### config.mk
export PLATFORM = sky130hd
export DESIGN_NAME = alu_exec_flat
export DESIGN_NICKNAME = d
export VERILOG_FILES = /design/src/rtl/alu_exec_pkg.sv /design/src/rtl/alu_exec_if.sv /design/src/rtl/alu_logic.sv /design/src/rtl/alu_exec.sv /design/src/flat_wrapper.sv
export SDC_FILE = /design/constraint.sdc
export NUM_CORES = 1
export LEC_CHECK = 0
export BUFFER_PORTS_ARGS = -buffer_cell sky130_fd_sc_hd__buf_2
export CAP_MARGIN = 20
export CELL_PAD_IN_SITES_DETAIL_PLACEMENT = 1
export CELL_PAD_IN_SITES_GLOBAL_PLACEMENT = 1
export CORE_MARGIN = 2
export CORE_UTILIZATION = 44
export DETAILED_ROUTE_END_ITERATION = 8
export HOLD_SLACK_MARGIN = 0.08
export PLACE_DENSITY = 0.87
export SLEW_MARGIN = 5
export SYNTH_ARGS = -nofsm -noshare
export SYNTH_HDL_FRONTEND = slang
export SYNTH_SLANG_ARGS = --single-unit
### constraint.sdc
create_clock -name i_clk -period 6.5 [get_ports i_clk]
set_clock_uncertainty 0.15 [all_clocks]
set_input_delay 0.325 -clock i_clk [delete_from_list [all_inputs] [get_ports i_clk]]
set_output_delay 0.325 -clock i_clk [all_outputs]
set_load 0.01 [all_outputs]
### src/rtl/alu_exec_pkg.sv
// alu_pkg: shared definitions for the execute-stage ALU.
// - ALU control code localparams (the same encoding the ALU decoder emits).
// - FSM state enum used by alu_exec.
// - is_shift(): true for the three shift codes.
package alu_pkg;

    localparam logic [3:0] ALU_AND  = 4'd0;
    localparam logic [3:0] ALU_OR   = 4'd1;
    localparam logic [3:0] ALU_XOR  = 4'd2;
    localparam logic [3:0] ALU_NAND = 4'd3;
    localparam logic [3:0] ALU_NOR  = 4'd4;
    localparam logic [3:0] ALU_ADD  = 4'd5;
    localparam logic [3:0] ALU_SUB  = 4'd6;
    localparam logic [3:0] ALU_SLT  = 4'd7;
    localparam logic [3:0] ALU_SLTU = 4'd8;
    localparam logic [3:0] ALU_SLL  = 4'd9;
    localparam logic [3:0] ALU_SRL  = 4'd10;
    localparam logic [3:0] ALU_SRA  = 4'd11;

    typedef enum logic [1:0] {
        IDLE  = 2'd0,
        SHIFT = 2'd1,
        DONE  = 2'd2
    } state_t;

    function automatic logic is_shift(input logic [3:0] ctrl);
        return (ctrl == ALU_SLL) || (ctrl == ALU_SRL) || (ctrl == ALU_SRA);
    endfunction

endpackage

### src/rtl/alu_exec_if.sv
// alu_exec_if: operation/result handshake bundle of the execute-stage ALU.
// Upstream side: i_valid/o_ready with i_ctrl, i_a, i_b.
// Downstream side: o_valid/i_ready with o_result, o_zero; o_busy flags a running shift.
// slave  : seen from the ALU.
// master : seen from the surrounding pipeline (or a testbench).
interface alu_exec_if #(
    parameter int XLEN = 32
);
    logic            i_valid;
    logic            o_ready;
    logic [3:0]      i_ctrl;
    logic [XLEN-1:0] i_a;
    logic [XLEN-1:0] i_b;
    logic            o_valid;
    logic            i_ready;
    logic [XLEN-1:0] o_result;
    logic            o_zero;
    logic            o_busy;

    modport slave (
        input  i_valid, i_ctrl, i_a, i_b, i_ready,
        output o_ready, o_valid, o_result, o_zero, o_busy
    );

    modport master (
        output i_valid, i_ctrl, i_a, i_b, i_ready,
        input  o_ready, o_valid, o_result, o_zero, o_busy
    );
endinterface

### src/rtl/alu_logic.sv
// alu_logic: purely combinational single-cycle ALU results.
// Ports: i_ctrl (ALU code), i_a/i_b (operands) -> o_result.
// Undefined codes 12-15 give 0. Shift codes give 0 unless ALU_FAST_SHIFT_EN
// is defined, in which case they are computed by a barrel shifter here.
module alu_logic
    import alu_pkg::*;
#(
    parameter int XLEN = 32
) (
    input  logic [3:0]      i_ctrl,
    input  logic [XLEN-1:0] i_a,
    input  logic [XLEN-1:0] i_b,
    output logic [XLEN-1:0] o_result
);
`ifdef ALU_FAST_SHIFT_EN
    localparam int SHW = $clog2(XLEN);
`endif

    // Result mux over the control code.
    always_comb begin
        o_result = {XLEN{1'b0}};
        case (i_ctrl)
            ALU_AND:  o_result = i_a & i_b;
            ALU_OR:   o_result = i_a | i_b;
            ALU_XOR:  o_result = i_a ^ i_b;
            ALU_NAND: o_result = ~(i_a & i_b);
            ALU_NOR:  o_result = ~(i_a | i_b);
            ALU_ADD:  o_result = i_a + i_b;
            ALU_SUB:  o_result = i_a - i_b;
            ALU_SLT:  o_result = {{(XLEN-1){1'b0}}, ($signed(i_a) < $signed(i_b))};
            ALU_SLTU: o_result = {{(XLEN-1){1'b0}}, (i_a < i_b)};
`ifdef ALU_FAST_SHIFT_EN
            ALU_SLL:  o_result = i_a << i_b[SHW-1:0];
            ALU_SRL:  o_result = i_a >> i_b[SHW-1:0];
            ALU_SRA:  o_result = $signed(i_a) >>> i_b[SHW-1:0];
`endif
            default:  o_result = {XLEN{1'b0}};
        endcase
    end

endmodule

### src/rtl/alu_exec.sv
// alu_exec: registered execute-stage ALU with valid/ready handshakes.
// Ports: i_clk, i_rst_n (async, active-low), bus (alu_exec_if.slave):
//   i_valid/o_ready/i_ctrl/i_a/i_b upstream, o_valid/i_ready/o_result/o_zero
//   downstream, o_busy while an iterative shift runs.
// Build option ALU_FAST_SHIFT_EN: shifts go through the barrel shifter in
// alu_logic with 1-cycle latency; the SHIFT state and counter disappear and
// o_busy is tied low. Without it, shifts move one bit per cycle.
module alu_exec
    import alu_pkg::*;
#(
    parameter int XLEN = 32
) (
    input  logic      i_clk,
    input  logic      i_rst_n,
    alu_exec_if.slave bus
);
    state_t          state_r, state_s;
    logic [XLEN-1:0] result_r, result_s;
    logic [XLEN-1:0] logic_res_s;
    logic            ready_s;
    logic            load_s;
`ifndef ALU_FAST_SHIFT_EN
    localparam int SHW = $clog2(XLEN);
    localparam logic [SHW-1:0] CNT_ONE = SHW'(1);
    logic [SHW-1:0]  cnt_r, cnt_s;
    logic [3:0]      kind_r, kind_s;
    logic [SHW-1:0]  shamt_s;

    assign shamt_s = bus.i_b[SHW-1:0];
`endif

    alu_logic #(.XLEN(XLEN)) u_logic (
        .i_ctrl   (bus.i_ctrl),
        .i_a      (bus.i_a),
        .i_b      (bus.i_b),
        .o_result (logic_res_s)
    );

    // Next-state, work-register step and handshake decode.
    always_comb begin
        state_s  = state_r;
        result_s = result_r;
        ready_s  = 1'b0;
        load_s   = 1'b0;
`ifndef ALU_FAST_SHIFT_EN
        cnt_s    = cnt_r;
        kind_s   = kind_r;
`endif
        case (state_r)
            IDLE: begin
                ready_s = 1'b1;
                load_s  = bus.i_valid;
            end
`ifndef ALU_FAST_SHIFT_EN
            SHIFT: begin
                case (kind_r)
                    ALU_SLL: result_s = {result_r[XLEN-2:0], 1'b0};
                    ALU_SRL: result_s = {1'b0, result_r[XLEN-1:1]};
                    ALU_SRA: result_s = {result_r[XLEN-1], result_r[XLEN-1:1]};
                    default: result_s = result_r;
                endcase
                cnt_s = cnt_r - CNT_ONE;
                // A count of 1 means this step is the final one.
                if (cnt_r == CNT_ONE) begin
                    state_s = DONE;
                end else begin
                    state_s = SHIFT;
                end
            end
`endif
            DONE: begin
                // Draining and accepting may share one edge.
                ready_s = bus.i_ready;
                if (bus.i_ready) begin
                    if (bus.i_valid) begin
                        load_s = 1'b1;
                    end else begin
                        state_s = IDLE;
                    end
                end else begin
                    state_s = DONE;
                end
            end
            default: state_s = IDLE;
        endcase

        // Accept path: identical whether entered from IDLE or DONE.
        if (load_s) begin
`ifndef ALU_FAST_SHIFT_EN
            if (is_shift(bus.i_ctrl)) begin
                result_s = bus.i_a;
                if (shamt_s != {SHW{1'b0}}) begin
                    cnt_s   = shamt_s;
                    kind_s  = bus.i_ctrl;
                    state_s = SHIFT;
                end else begin
                    state_s = DONE;
                end
            end else begin
                result_s = logic_res_s;
                state_s  = DONE;
            end
`else
            result_s = logic_res_s;
            state_s  = DONE;
`endif
        end else begin
            result_s = result_s;
        end
    end

    // State, result/work register and shift bookkeeping.
    always_ff @(posedge i_clk or negedge i_rst_n) begin
        if (!i_rst_n) begin
            state_r  <= IDLE;
            result_r <= {XLEN{1'b0}};
`ifndef ALU_FAST_SHIFT_EN
            cnt_r    <= {SHW{1'b0}};
            kind_r   <= 4'd0;
`endif
        end else begin
            state_r  <= state_s;
            result_r <= result_s;
`ifndef ALU_FAST_SHIFT_EN
            cnt_r    <= cnt_s;
            kind_r   <= kind_s;
`endif
        end
    end

    assign bus.o_ready  = ready_s;
    assign bus.o_valid  = (state_r == DONE);
    assign bus.o_result = result_r;
    // o_zero is only meaningful alongside o_valid, so it is masked otherwise.
    assign bus.o_zero   = (state_r == DONE) && (result_r == {XLEN{1'b0}});
`ifndef ALU_FAST_SHIFT_EN
    assign bus.o_busy   = (state_r == SHIFT);
`else
    assign bus.o_busy   = 1'b0;
`endif

endmodule

### src/flat_wrapper.sv
// flat-port wrapper written by rule: the top's interface ports become plain ports
module alu_exec_flat import alu_pkg::*;
#(
    parameter int XLEN = 32
)
  (i_clk, i_rst_n, bus_i_valid, bus_i_ctrl, bus_i_a, bus_i_b, bus_i_ready, bus_o_ready, bus_o_valid, bus_o_result, bus_o_zero, bus_o_busy);
  alu_exec_if #(.XLEN(XLEN)) bus_i ();
  input  logic i_clk;
  input  logic i_rst_n;
  input wire logic [$bits(bus_i.i_valid)-1:0] bus_i_valid;
  input wire logic [$bits(bus_i.i_ctrl)-1:0] bus_i_ctrl;
  input wire logic [$bits(bus_i.i_a)-1:0] bus_i_a;
  input wire logic [$bits(bus_i.i_b)-1:0] bus_i_b;
  input wire logic [$bits(bus_i.i_ready)-1:0] bus_i_ready;
  output wire logic [$bits(bus_i.o_ready)-1:0] bus_o_ready;
  output wire logic [$bits(bus_i.o_valid)-1:0] bus_o_valid;
  output wire logic [$bits(bus_i.o_result)-1:0] bus_o_result;
  output wire logic [$bits(bus_i.o_zero)-1:0] bus_o_zero;
  output wire logic [$bits(bus_i.o_busy)-1:0] bus_o_busy;
  assign bus_i.i_valid = bus_i_valid;
  assign bus_i.i_ctrl = bus_i_ctrl;
  assign bus_i.i_a = bus_i_a;
  assign bus_i.i_b = bus_i_b;
  assign bus_i.i_ready = bus_i_ready;
  assign bus_o_ready = bus_i.o_ready;
  assign bus_o_valid = bus_i.o_valid;
  assign bus_o_result = bus_i.o_result;
  assign bus_o_zero = bus_i.o_zero;
  assign bus_o_busy = bus_i.o_busy;
  alu_exec #(.XLEN(XLEN)) u_core (.i_clk(i_clk), .i_rst_n(i_rst_n), .bus(bus_i));
endmodule
==> run_results.csv <==
group,metric,value,unit
place,gp_congestion,0.965,
place,io_buffers,107,
global_routing,grt_pass1_wl,54900,um
yosys,synth_warnings,0,
pwr,power_density,285,nW/um^2
sta,grt_setup_unrepaired,"false",
setup_path,crit_type,"input port to register",
setup_path,path_cells,"buf_2 -> nor2b_1 -> nand2_1 -> nor2_1 -> buf_4 -> a31o_1 -> o22ai_1 -> a221o_1 -> a31oi_1",
sta,setup_viol,0,
setup_path,cp_slowest_cell,"nor2_1",
yosys,synthArstFlopShare,100,%
sta,setup_tns,0,ns
final_layout,instances_no_fill,1432,
final_layout,area_growth,10.5,%
setup_path,cp_top_family,"simple AND/OR/NAND/NOR gates",
final_layout,regArea,1080,sq um
yosys,yosys.area_share.simple,18.1,%
yosys,synth-edff-count,0,
hold_path,hold_depth,2,
clock_tree,clk_path_buf_depth,2,
setup_path,worstSetupEndpointType,"register",
yosys,synth_fa_ha_area_share,16.4,%
setup_path,crit_buf_inv,2,
setup_path,cp.required,6.59,ns
clock_tree,cts_root_buffer,"clkbuf_16",
yosys,synthMuxAreaShare,5.02,%
pwr,peakVddDrop,0.000222,V
setup_path,max_stage_delay,0.85,ns
floorplanning,fp-row-count,49,
floorplanning,num_io_pins,108,
pwr,p_switching,0.00134,W
drt,wire_per_inst,24.6,um
floorplanning,start_util,45.2,%
final_layout,fillers,2345,
floorplanning,die_width,140,um
place,dp_hpwl,26100,um
clock_tree,clk_latency,0.32,ns
setup_path,path_depth,9,
yosys,ys_seq_elements,43,
setup_path,r2r_cells,14,
yosys,post_synth_xor_area_fraction,1.07,%
pwr,swShare,52.1,%
final_layout,final_cell_mix,"a21oi_1 (112), buf_2 (107), inv_1 (105)",
yosys,mappedNetlistArea,8170,sq um
sta,finalHoldViolCount,0,
final_layout,final_common_cell,"a21oi_1",
yosys,synth_cell_types,87,
place,placed_cell_area,8840,sq um
drt,vias_per_cell,6.91,
run,maxCapViolations,0,
pwr,total_power,0.00257,W
sta,worst_pin_slew,1.02,ns
final_layout,drive_above_1_share,15.9,%
sta,slew_headroom,31.7,%
drt,route.detailed.drc,0,
final_layout,multi_input_area,6410,sq um
final_layout,num_antenna_cells,0,
yosys,synthesis.nets,1323,
yosys,yosysSeqAreaShare,13.2,%
pwr,power_frac_seq,23.2,%
global_routing,grt_start_max_net_pins,44,
clock_tree,clk_pin_slew,0.08,ns
global_routing,track_usage,35.0,%
yosys,syn_area_per_cell,7.13,sq um
sta,period_needed,3.66,ns
global_routing,antenna_found_initial,0,
yosys,synth_top_family_by_area,"compound AO/OA/AOI/OAI gates",
global_routing,gr-total-overflow,0,
setup_path,path_max_fanout,38,
setup_path,start_kind,"input port",
drt,antenna_left,0,
drt,routed_wl,35200,um
pwr,p_clk_share,12.7,%
setup_path,cp_data_arrival_time,3.75,ns
drt,drt_iter0_markers,1225,
pwr,p_leak,4.09,nW
floorplanning,die_h,140,um
run_status,status,"finished, final reports clean",
sta,fmax,273,MHz
global_routing,grt_pass1_vias,9957,
final_layout,fin_area,9030,sq um
clock_tree,cts_buffers,5,
final_layout,final_nets,1380,
yosys,postSynth.topFlopCell,"dfrtp_1",
drt,vias,9897,
floorplanning,coreArea,18100,sq um
yosys,synth_compound_area_share,37.5,%
place,dp.cells,1423,
hold_path,hold_path.class,"input port to register",
clock_tree,cts_tree,"built",
yosys,syn_inst,1145,
clock_tree,htreeDepth,2,
pwr,p_int,0.00123,W
sta,final_max_slew_viol_count,0,
drt,drtPass1Iterations,6,
pwr,comb_power_share,64.1,%
sta,period_share,56.3,%
floorplanning,die_area,19700,sq um
clock_tree,cts_sinks,43,
worst register-to-register path, cell delays in order (launching register included):
cell	delay (ns)
dfrtp_1	0.44
inv_1	0.10
ha_1	0.23
a21o_1	0.21
nand2_1	0.07
buf_4	0.39
nor4_2	0.10
buf_4	0.33
nand2_1	0.15
o21ai_0	0.13
nor4_1	0.38
o2111ai_1	0.21
o21ba_2	0.27
o21ai_0	0.07
o221a_2	0.13
path summary, 6_finish.rpt:
path	from	to	slack [ns]
worst max register to register	u_core.state_r[0]	u_core.bus.o_result[24]	3.04
worst min-delay path	bus_i_valid	u_core.state_r[1]	0.11
worst max-delay path	bus_i_ctrl[1]	u_core.bus.o_result[30]	2.84
max in group asynchronous	i_rst_n	u_core.bus.o_result[15]	5.23
worst min register to register	u_core.kind_r[3]	u_core.kind_r[3]	0.37
min in group asynchronous	i_rst_n	u_core.state_r[0]	0.53
area by class of cell:
class,instances,share of cell area (%)
clock inverters,3,0.527
multi-input cells,919,71.0
inverters,106,4.41
clock buffers,5,1.39
well taps,229,3.17
repair buffers,127,7.62
flip-flops and latches,43,11.9
synthesized netlist by cell type (5+ instances only):
cell | instances | share of area, %
ha_1 | 104 | 16
buf_2 | 13 | 0.80
a221oi_1 | 25 | 2.7
o22ai_1 | 17 | 1.3
nor2_1 | 97 | 4.5
or3_1 | 12 | 0.92
a21oi_1 | 113 | 6.9
o21ai_0 | 89 | 5.5
xnor2_1 | 5 | 0.54
nor4_1 | 13 | 1.0
o31ai_1 | 8 | 0.74
dfrtp_1 | 43 | 13
o21bai_1 | 9 | 0.83
nand4_1 | 9 | 0.69
a21o_1 | 13 | 1.2
nor3_1 | 21 | 1.3
o21a_1 | 6 | 0.55
a211oi_1 | 15 | 1.4
buf_1 | 9 | 0.41
o211ai_1 | 19 | 1.7
inv_1 | 105 | 4.8
a31oi_1 | 11 | 0.84
o221ai_1 | 18 | 1.9
clkbuf_1 | 54 | 2.5
nand2_1 | 104 | 4.8
o21ai_1 | 6 | 0.37
nand2b_1 | 7 | 0.54
mux2i_1 | 14 | 1.7
a22oi_1 | 13 | 1.2
nand3_1 | 17 | 1.0
a222oi_1 | 14 | 1.7
mux2_2 | 24 | 3.3
xor2_1 | 5 | 0.54
o2111ai_1 | 9 | 0.97
nor2b_1 | 12 | 0.92
power by group through the flow:
| stage | registers, W | logic, W | clock network (W) |
|---|---|---|---|
| 6_report | 0.000596 | 0.00165 | 0.000326 |
| 5_1_grt | 0.000611 | 0.00177 | 0.000336 |
| 4_1_cts | 0.000589 | 0.00161 | 0.000330 |
| 3_5_place_dp | 0.000594 | 0.00161 | 0 |
| 3_3_place_gp | 0.000587 | 0.00154 | 0 |
| 2_1_floorplan | 0.000560 | 0.00104 | 0 |
per-stage QoR:
step	hold WS, ns	util [%]	setup slack, ns
6_report	0.114	49.9	2.84
5_1_grt	0.144	49.9	2.66
4_1_cts	0.108	49.9	2.93
3_5_place_dp	0.337	48.9	2.61
3_3_place_gp	0.323	48.9	2.73
2_1_floorplan	-0.121	-	3.32
flip-flops by register name, summed over array words and instances (netlist names):
signal,cells
u_core.bus.o_result,32
u_core.cnt_r,5
u_core.kind_r,4
u_core.state_r,2
layer usage:
metal	track usage (%)	vias to the layer above	share of wire, %
met4	13.9	0	4.4
met1	45.1	4878	41
met3	6.63	118	9.0
met5	0	-	0
li1	-	4358	-
met2	57.7	543	46
cell families after synthesis:
family,after synthesis
compound gates,448
simple gates,317
buf+inv,183
fa+ha+maj,106
flops,43
mux,38
xor+xnor,10
repair_timing:
action,in CTS,in global routing
gates resized for setup,0,0
endpoints found under the hold margin,43,0
hold buffers,1,0
buffers inserted,0,0
(Power assumes the default switching activity.)
